### config.mk
export PLATFORM = sky130hd
export DESIGN_NAME = inv_sqrt_wb_host_flat
export DESIGN_NICKNAME = d
export VERILOG_FILES = /design/src/rtl/inv_sqrt_wb_host_if.sv /design/src/rtl/inv_sqrt_wb_host.sv /design/src/flat_wrapper.sv
export SDC_FILE = /design/constraint.sdc
export NUM_CORES = 1
export LEC_CHECK = 0
export ABC_CLOCK_PERIOD_IN_PS = 3990
export CORE_AREA = 5 5 127 129
export CTS_CLUSTER_SIZE = 24
export DETAILED_ROUTE_END_ITERATION = 8
export DIE_AREA = 0 0 132 134
export GPL_TIMING_DRIVEN = 0
export PLACE_DENSITY = 0.72
export SYNTH_ARGS = -nofsm -noshare
export SYNTH_HDL_FRONTEND = slang
export SYNTH_SLANG_ARGS = --single-unit
### constraint.sdc
create_clock -name clk -period 3.99 [get_ports clk]
set_input_delay 0.5985 -clock clk [delete_from_list [all_inputs] [get_ports clk]]
set_output_delay 0.5985 -clock clk [all_outputs]
set_load 0.03 [all_outputs]
### src/rtl/inv_sqrt_wb_host_if.sv
// inv_sqrt_wb_host_if: Wishbone slave bus plus command/response stream between host and accelerator
interface inv_sqrt_wb_host_if #(parameter int DATA_W = 16);
    logic [1:0]        i_wb_adr;
    logic [31:0]       i_wb_dat;
    logic [3:0]        i_wb_sel;
    logic              i_wb_we;
    logic              i_wb_cyc;
    logic              i_wb_stb;
    logic [31:0]       o_wb_rdt;
    logic              o_wb_ack;
    logic [DATA_W-1:0] cmd_data;
    logic              cmd_valid;
    logic              cmd_ready;
    logic [DATA_W-1:0] rsp_data;
    logic              rsp_valid;
    logic              rsp_ready;
    modport slave (
        input  i_wb_adr, i_wb_dat, i_wb_sel, i_wb_we, i_wb_cyc, i_wb_stb, cmd_ready, rsp_data, rsp_valid,
        output o_wb_rdt, o_wb_ack, cmd_data, cmd_valid, rsp_ready
    );
    modport master (
        output i_wb_adr, i_wb_dat, i_wb_sel, i_wb_we, i_wb_cyc, i_wb_stb, cmd_ready, rsp_data, rsp_valid,
        input  o_wb_rdt, o_wb_ack, cmd_data, cmd_valid, rsp_ready
    );
endinterface

### src/rtl/inv_sqrt_wb_host.sv
// inv_sqrt_wb_host: Wishbone front end feeding the inverse-square-root accelerator through in/out FIFOs
module inv_sqrt_wb_host #(
    parameter int DEPTH  = 4,
    parameter int DATA_W = 16
) (
    input  logic                clk,
    input  logic                rst,
    inv_sqrt_wb_host_if.slave   bus,
    output logic                irq
);
    localparam int AW = $clog2(DEPTH);
    localparam int CW = AW + 1;
    localparam logic [CW-1:0] FULL = CW'(DEPTH);

    logic [DATA_W-1:0] in_mem_q [DEPTH];
    logic [DATA_W-1:0] out_mem_q [DEPTH];
    logic [AW-1:0] in_rd_q, in_rd_d, in_wr_q, in_wr_d, out_rd_q, out_rd_d, out_wr_q, out_wr_d;
    logic [CW-1:0] in_cnt_q, in_cnt_d, out_cnt_q, out_cnt_d;
    logic busy_q, busy_d, ovf_q, ovf_d, unf_q, unf_d, irq_en_q, irq_en_d;
    logic ack_q, ack_d, irq_q, irq_d;
    logic [31:0] rdt_q, rdt_d, status, rd_val;
    logic req, wr, rd, cmd_pop, push_in, pop_out, rsp_push, flush, clear, ovf_set, unf_set;
    logic unused_bits;

    assign req      = bus.i_wb_cyc & bus.i_wb_stb & ~ack_q;
    assign wr       = req & bus.i_wb_we;
    assign rd       = req & ~bus.i_wb_we;
    assign cmd_pop  = bus.cmd_valid & bus.cmd_ready;
    // a full input FIFO still accepts a write when the head leaves on the same edge
    assign push_in  = wr && bus.i_wb_adr == 2'd0 && (in_cnt_q != FULL || cmd_pop);
    assign ovf_set  = wr && bus.i_wb_adr == 2'd0 && in_cnt_q == FULL && !cmd_pop;
    assign pop_out  = rd && bus.i_wb_adr == 2'd1 && out_cnt_q != '0;
    assign unf_set  = rd && bus.i_wb_adr == 2'd1 && out_cnt_q == '0;
    assign rsp_push = bus.rsp_valid & busy_q;
    assign flush    = wr && bus.i_wb_adr == 2'd3 && bus.i_wb_dat[1];
    assign clear    = wr && bus.i_wb_adr == 2'd3 && bus.i_wb_dat[0];

    assign status = {12'd0, 4'(out_cnt_q), 4'd0, 4'(in_cnt_q), 1'b0, unf_q, ovf_q, busy_q,
                     out_cnt_q == '0, out_cnt_q == FULL, in_cnt_q == '0, in_cnt_q == FULL};
    assign rd_val = bus.i_wb_adr == 2'd1 ? (out_cnt_q != '0 ? 32'(out_mem_q[out_rd_q]) : 32'd0) :
                    bus.i_wb_adr == 2'd2 ? status :
                    bus.i_wb_adr == 2'd3 ? {29'd0, irq_en_q, 2'b00} : 32'd0;

    // output-FIFO space is reserved at issue time, so a response can always be stored
    assign bus.cmd_valid = ~busy_q && in_cnt_q != '0 && out_cnt_q != FULL;
    assign bus.cmd_data  = in_mem_q[in_rd_q];
    assign bus.rsp_ready = busy_q;
    assign bus.o_wb_ack  = ack_q;
    assign bus.o_wb_rdt  = rdt_q;
    assign irq           = irq_q;
    assign unused_bits   = ^{bus.i_wb_sel, bus.i_wb_dat[31:DATA_W]};

    always_comb begin
        in_wr_d   = in_wr_q + AW'(push_in);
        in_rd_d   = in_rd_q + AW'(cmd_pop);
        in_cnt_d  = in_cnt_q + CW'(push_in) - CW'(cmd_pop);
        out_wr_d  = out_wr_q + AW'(rsp_push);
        out_rd_d  = out_rd_q + AW'(pop_out);
        out_cnt_d = out_cnt_q + CW'(rsp_push) - CW'(pop_out);
        if (flush) begin
            in_wr_d   = '0;
            in_rd_d   = '0;
            in_cnt_d  = '0;
            out_wr_d  = '0;
            out_rd_d  = '0;
            out_cnt_d = '0;
        end
        busy_d   = cmd_pop | (busy_q & ~rsp_push);
        ovf_d    = ~clear & (ovf_q | ovf_set);
        unf_d    = ~clear & (unf_q | unf_set);
        irq_en_d = (wr && bus.i_wb_adr == 2'd3) ? bus.i_wb_dat[2] : irq_en_q;
        ack_d    = req;
        rdt_d    = rd ? rd_val : 32'd0;
        irq_d    = irq_en_q & (out_cnt_q != '0);
    end

    always_ff @(posedge clk or posedge rst) begin
        if (rst) begin
            in_wr_q   <= '0;
            in_rd_q   <= '0;
            in_cnt_q  <= '0;
            out_wr_q  <= '0;
            out_rd_q  <= '0;
            out_cnt_q <= '0;
            busy_q    <= 1'b0;
            ovf_q     <= 1'b0;
            unf_q     <= 1'b0;
            irq_en_q  <= 1'b0;
            ack_q     <= 1'b0;
            rdt_q     <= 32'd0;
            irq_q     <= 1'b0;
        end else begin
            in_wr_q   <= in_wr_d;
            in_rd_q   <= in_rd_d;
            in_cnt_q  <= in_cnt_d;
            out_wr_q  <= out_wr_d;
            out_rd_q  <= out_rd_d;
            out_cnt_q <= out_cnt_d;
            busy_q    <= busy_d;
            ovf_q     <= ovf_d;
            unf_q     <= unf_d;
            irq_en_q  <= irq_en_d;
            ack_q     <= ack_d;
            rdt_q     <= rdt_d;
            irq_q     <= irq_d;
        end
    end

    always_ff @(posedge clk) begin
        if (push_in) in_mem_q[in_wr_q] <= bus.i_wb_dat[DATA_W-1:0];
        if (rsp_push) out_mem_q[out_wr_q] <= bus.rsp_data;
    end
endmodule
### src/flat_wrapper.sv
// flat-port wrapper written by rule: the top's interface ports become plain ports
module inv_sqrt_wb_host_flat 
#(
    parameter int DEPTH  = 4,
    parameter int DATA_W = 16
)
  (clk, rst, irq, bus_i_wb_adr, bus_i_wb_dat, bus_i_wb_sel, bus_i_wb_we, bus_i_wb_cyc, bus_i_wb_stb, bus_cmd_ready, bus_rsp_data, bus_rsp_valid, bus_o_wb_rdt, bus_o_wb_ack, bus_cmd_data, bus_cmd_valid, bus_rsp_ready);
  inv_sqrt_wb_host_if #(.DATA_W(DATA_W)) bus_i ();
  input  logic clk;
  input  logic rst;
  output logic irq;
  input wire logic [$bits(bus_i.i_wb_adr)-1:0] bus_i_wb_adr;
  input wire logic [$bits(bus_i.i_wb_dat)-1:0] bus_i_wb_dat;
  input wire logic [$bits(bus_i.i_wb_sel)-1:0] bus_i_wb_sel;
  input wire logic [$bits(bus_i.i_wb_we)-1:0] bus_i_wb_we;
  input wire logic [$bits(bus_i.i_wb_cyc)-1:0] bus_i_wb_cyc;
  input wire logic [$bits(bus_i.i_wb_stb)-1:0] bus_i_wb_stb;
  input wire logic [$bits(bus_i.cmd_ready)-1:0] bus_cmd_ready;
  input wire logic [$bits(bus_i.rsp_data)-1:0] bus_rsp_data;
  input wire logic [$bits(bus_i.rsp_valid)-1:0] bus_rsp_valid;
  output wire logic [$bits(bus_i.o_wb_rdt)-1:0] bus_o_wb_rdt;
  output wire logic [$bits(bus_i.o_wb_ack)-1:0] bus_o_wb_ack;
  output wire logic [$bits(bus_i.cmd_data)-1:0] bus_cmd_data;
  output wire logic [$bits(bus_i.cmd_valid)-1:0] bus_cmd_valid;
  output wire logic [$bits(bus_i.rsp_ready)-1:0] bus_rsp_ready;
  assign bus_i.i_wb_adr = bus_i_wb_adr;
  assign bus_i.i_wb_dat = bus_i_wb_dat;
  assign bus_i.i_wb_sel = bus_i_wb_sel;
  assign bus_i.i_wb_we = bus_i_wb_we;
  assign bus_i.i_wb_cyc = bus_i_wb_cyc;
  assign bus_i.i_wb_stb = bus_i_wb_stb;
  assign bus_i.cmd_ready = bus_cmd_ready;
  assign bus_i.rsp_data = bus_rsp_data;
  assign bus_i.rsp_valid = bus_rsp_valid;
  assign bus_o_wb_rdt = bus_i.o_wb_rdt;
  assign bus_o_wb_ack = bus_i.o_wb_ack;
  assign bus_cmd_data = bus_i.cmd_data;
  assign bus_cmd_valid = bus_i.cmd_valid;
  assign bus_rsp_ready = bus_i.rsp_ready;
  inv_sqrt_wb_host #(.DEPTH(DEPTH), .DATA_W(DATA_W)) u_core (.clk(clk), .rst(rst), .bus(bus_i), .irq(irq));
endmodule
After elaboration in Yosys (flattened, before gate mapping):

Memory sizes are Yosys's and may differ from the RTL's.
Index checks and enable logic that the tools add are counted.

* bitwise logic cells: 18
* add/sub/neg operators: 8
* equality and inequality tests: 7
* reductions and logical operators: 19
* mux-type cells: 15

Operators with widths (count)
* 32-bit two-way mux: 3
* 16-bit two-way mux: 1
* 1-bit logical AND: 12
* 1-bit bitwise AND: 10
* 3-bit two-way mux: 3
* 2-bit by 1-bit adder with 2-bit output: 4
* 2-bit two-way mux: 4
* 3-bit by 1-bit adder with 3-bit output: 2
* 3-bit == test (second input constant): 2
* 3-bit zero test: 2
* 3-bit != test (second input constant): 2
* 3-bit nonzero test: 2
* 3-bit by 1-bit subtractor with 3-bit output: 2
* 1-bit inverter: 5
* 2-bit == test (second input constant): 2
* 1-bit two-way mux: 4
* 1-bit OR: 3
* 2-bit by 1-bit == test with 1-bit output (second input constant): 1
* 2-bit zero test: 1
* 1-bit zero test: 1
* 1-bit logical OR: 1

* word-level logic and storage cells: 82
* bits in registers: 52
* memories kept: 2
* RAM bits: 128

Memory list
* u_core.in_mem_q: depth 4, bits a word 16, rd ports 1, clocked after Yosys merged registers in 0, wr ports 1, RTL line inv_sqrt_wb_host.sv:15 `logic [DATA_W-1:0] in_mem_q [DEPTH];`
* u_core.out_mem_q: depth 4, bits a word 16, rd ports 1, clocked after Yosys merged registers in 0, wr ports 1, RTL line inv_sqrt_wb_host.sv:16 `logic [DATA_W-1:0] out_mem_q [DEPTH];`

Depth between registers and ports, before layout:

* depth in word-level cells: 9
* depth in mapped cells: 12
* depth with buffers taken out: 10

Worst setup path before layout:

OpenSTA, ideal clock, no wires.

* path type: input to register
* start: input bus_i_wb_adr[0]
* end: memory u_core.in_mem_q[2][0] (enable)
* cell stages on the path: 4
* library setup time: 0.436 ns
* setup slack: 0.734 ns
* arrival: 2.820 ns
* cells stage by stage: clkbuf_1 > nor2_1 > nand2_1 > nor4b_1

* cells in the longest elaborated chain, start to end: 5

RTL lines
* from (decl): RTL line flat_wrapper.sv:12 `input wire logic [$bits(bus_i.i_wb_adr)-1:0] bus_i_wb_adr;`
* 2-bit zero test: RTL line inv_sqrt_wb_host.sv:30 `assign push_in = wr && bus.i_wb_adr == 2'd0 && (in_cnt_q != FULL || cmd_pop);`
* 1-bit logical AND (2 in series): RTL line inv_sqrt_wb_host.sv:30
* 1-bit two-way mux: RTL line inv_sqrt_wb_host.sv:110 `if (push_in) in_mem_q[in_wr_q] <= bus.i_wb_dat[DATA_W-1:0];`
* 1-bit two-way mux (not written as such): RTL line inv_sqrt_wb_host.sv:110
* to (decl): RTL line inv_sqrt_wb_host.sv:15

Every way passes these cells.

Worst setup path after layout:

* start: register u_core.in_rd_q[1]
* end: output bus_cmd_data[7]

* cells in the longest elaborated chain, start to end: 1

RTL lines
* from (decl): RTL line inv_sqrt_wb_host.sv:17 `logic [AW-1:0] in_rd_q, in_rd_d, in_wr_q, in_wr_d, out_rd_q, out_rd_d, out_wr_q, out_wr_d;`
* from (signal assigned): RTL line inv_sqrt_wb_host.sv:94 `in_rd_q <= in_rd_d;`
* memory 4 x 16 bit
* to (decl): RTL line flat_wrapper.sv:23 `output wire logic [$bits(bus_i.cmd_data)-1:0] bus_cmd_data;`

Every way passes these cells.

==> impl_results.md <==
* Syn Inst Count at 330
* R2r startpoint: u_core.out_cnt_q[1]
* Initial DRC count at 161
* Tcrit/Tclk final at 0.782
* CTS Sinks at roughly 170
* Post-CTS setup buffer count at 0
* Largest net degree at the start of global routing at 40
* Final nets at between 500 and 600
* P_sw at roughly 1.5 mW
* Worst Clk Skew at 0.00820 ns
* CTS HTree Levels at 4
* Max Cap Viol at 0
* P_leak at between 3 and 4 nW
* Total wire length at 11.9 mm
* HP Start: u_core.irq_en_q
* Met1 usage at 0.175
* Post-route ant nets at 0
* Post-route cell area at ~0.0084 sq mm
* CP max stage cell: clkdlybuf4s50_1
* CTS tree: yes
* Post-Syn Area at 0.00653 sq mm
* Core ar. at ~0.015 sq mm
* GRT overflow at 0
* Worst path arrival time at approximately 2.5 ns
* Via/cell ratio at ~5
* Yosys cell types at 43
* Port buffer count at 77
* Max-slew violations at 0
* Mapped Avg Cell Area at a little under 20 sq um
* Max Buffers Root-to-Sink at 2
* Reg clk slew, reported paths at about 0.06 ns
* Pre-antenna DRT Iters at 5
* Seq/Total Area, Yosys at 0.738
* Startpoint class of the critical path: register
* Skew-Pair Late Insertion Delay at about 0.43 ns
* GPL Wtd Cong at about 0.78
* Die width at around 130 microns
* Leading area contributor after synthesis: edfxtp_1
* Placement Cell Area at approximately 0.0077 sq mm
* Synth top area share at 0.589
* DP HPWL at between 8 and 9 mm
* Maximum VDD drop at approximately 0.0004 V
* Post-CTS Hold Buffers at 0
* Root Driver: clkbuf_16
* Pwr/cell area at 649 mW/mm^2
* Crit path from: u_core.in_rd_q[1]
* Fraction of layout cells with a size suffix above 1 at 0.230
* Pre-CTS setup slack at 0.685 ns
* Achievable Freq at 320 MHz
* FILL cells at 1120
* Switching Share at 0.281
* Die ar. at 0.0177 sq mm
* Antenna Cells at 0
* Area taken by multi-input logic gates at 0.00156 sq mm
* First-pass GRT wire length at just under 20 mm
* CP max stage delay at between 0.6 and 0.7 ns
* Busiest grt layer: met2
* Comb pwr share at 0.263
* Yosys warnings at 0
* CP max FO at 10
* Top Ports at 113
* Setup crit end kind: output pin
* Critical Path, Cell by Cell: buf_2, clkbuf_1, mux4_2, clkdlybuf4s50_1
* Num rows at 45
* Part of the power in registers at 0.401
* Req. time, crit path at between 3 and 4 ns
* Max-slew headroom at 0.391
* Status: completed
* Gr usage total at 0.145
* Clock power frac at 0.335
* Via count at between 3000 and 4000
* Total negative slack at 0 ns
* Reg area at roughly 0.0048 sq mm
* WS Path Type: reg -> out
* Worst hold path class: reg -> reg
* Top post-synthesis cells by area: edfxtp_1, dfrtp_1, mux4_2
* M3 GR Usage at 0.0529
* Grt met2 use at 0.239
* RSZ-0062 raised after global routing: false
* Wirelength per Cell at roughly 18 microns
* Setup slack after layout at just under 0.9 ns
* Number of global-route vias before repair at 3502
* CTS buffer count at 17
* Area growth, synth to finish at 28.6%
* Internal at 3.92 mW
* Initial core utilization at 0.437
* Final count of hold timing violations at 0
* Slew @ Worst Pin at between 0.9 and 1 ns
* Final setup viols at 0
* Remaining DRCs at 0
* Die H at approximately 130 microns
* #FFs+latches synth at 167
* Initial antenna violation count at 0
* Minimum clock period at around 3.1 ns
* Post-CTS sizing at 0
worst paths after layout:
kind	to	slack, ns	cells past startpoint
max	bus_cmd_data[7]	0.87	4
min	u_core.irq	0.53	1
max reg2reg	u_core.in_cnt_q[2]	1.00	10
min reg2reg	u_core.irq	0.53	1
max in group asynchronous	u_core.bus.o_wb_rdt[4]	2.78	2
min in group asynchronous	u_core.bus.o_wb_rdt[7]	0.67	2
power groups by stage:
stage	Clock, mW	Combinational [mW]	Sequential [mW]
after floorplan	0	0.976	2.21
after global placement	0	1.40	2.21
after detailed placement	0	1.46	2.22
after CTS	1.87	1.46	2.19
after global routing	1.94	1.56	2.21
final	1.83	1.44	2.19
metal layers:
metal / up-vias / share of wire / routed length (microns)
met2: 83 / 0.52 / 6180
met4: 0 / 0.014 / 165
met3: 16 / 0.051 / 605
met5: - / 0 / 0
met1: 1667 / 0.42 / 4940
li1: 1507 / - / -
cells in the final DEF (no fill, tap or decap), drive strengths merged, types with 2 or more instances in the layout:
master / instances
edfxtp: 128
conb: 13
nor4b: 3
and2: 11
ha: 8
dfrtp: 39
inv: 16
a22o: 9
xor2: 2
a21o: 2
and4bb: 2
fa: 2
buf: 35
nor2: 11
and4: 2
clkdlybuf4s50: 77
nand2: 4
nor2b: 6
xnor2: 4
nor3: 6
clkinv: 2
bufinv: 5
mux4: 32
nor3b: 6
clkbuf: 21
Yosys cell counts (all sizes together):
library cell,n
nand2b,1
and4b,1
a21o,2
clkbuf,2
nor3b,6
nor2,11
buf,25
o21a,1
mux4,32
edfxtp,128
nor4,1
inv,11
nor4b,3
dfrtp,39
and2b,1
ha,8
mux2,1
a21oi,1
nor3,6
and4bb,2
a41oi,1
a22o,9
nor4bb,1
conb,1
and2,11
and3b,1
nand3,1
nor2b,6
and4,2
and3,1
fa,2
xnor2,4
o211a,1
nand2,4
o2111ai,1
xor2,2
critical path: cells and delay by family, from the launching register on:
kind / cells / cell delay, ns
buffers and inverters: 3 / 1.37
DFF: 1 / 0.32
muxes: 1 / 0.41
sequential cells by signal, summed over array words and instances (netlist names), 2 cells and up:
| name | flops |
|---|---|
| u_core.in_mem_q | 64 |
| u_core.out_mem_q | 64 |
| u_core.bus.o_wb_rdt | 19 |
| u_core.in_cnt_q | 3 |
| u_core.out_cnt_q | 3 |
| u_core.in_rd_q | 2 |
| u_core.in_wr_q | 2 |
| u_core.out_rd_q | 2 |
| u_core.out_wr_q | 2 |
logic make-up after synthesis:
family | after synthesis | share of synthesized area
and+or+nand+nor | 59 | 0.0587
xor gates and xnor gates | 6 | 0.00805
AOI/OAI and AO/OA | 16 | 0.0205
muxes | 33 | 0.115
buffers and inverters | 38 | 0.0372
DFF | 167 | 0.738
adders and majority gates | 10 | 0.0215
other | 1 | 0.000575
layout make-up:
class / count / area share
plain buffers: 27 / 0.0240
clock buffers: 19 / 0.0539
clock inverters: 13 / 0.0256
inverters: 11 / 0.00492
multi-input cells: 137 / 0.186
flip-flops and latches: 167 / 0.574
well taps: 188 / 0.0280
repair buffers: 87 / 0.104
metrics by stage:
step / utilization / cells / power [mW] / hold WS (ns)
floorplan: - / 342 / 3.19 / 0.466
global placement: 0.508 / 607 / 3.61 / 0.498
detailed placement: 0.518 / 617 / 3.68 / 0.504
CTS: 0.563 / 649 / 5.52 / 0.525
global route: 0.563 / 649 / 5.71 / 0.554
finish: 0.563 / 649 / 5.45 / 0.526
Note: power is estimated with default switching activity, not from simulation.
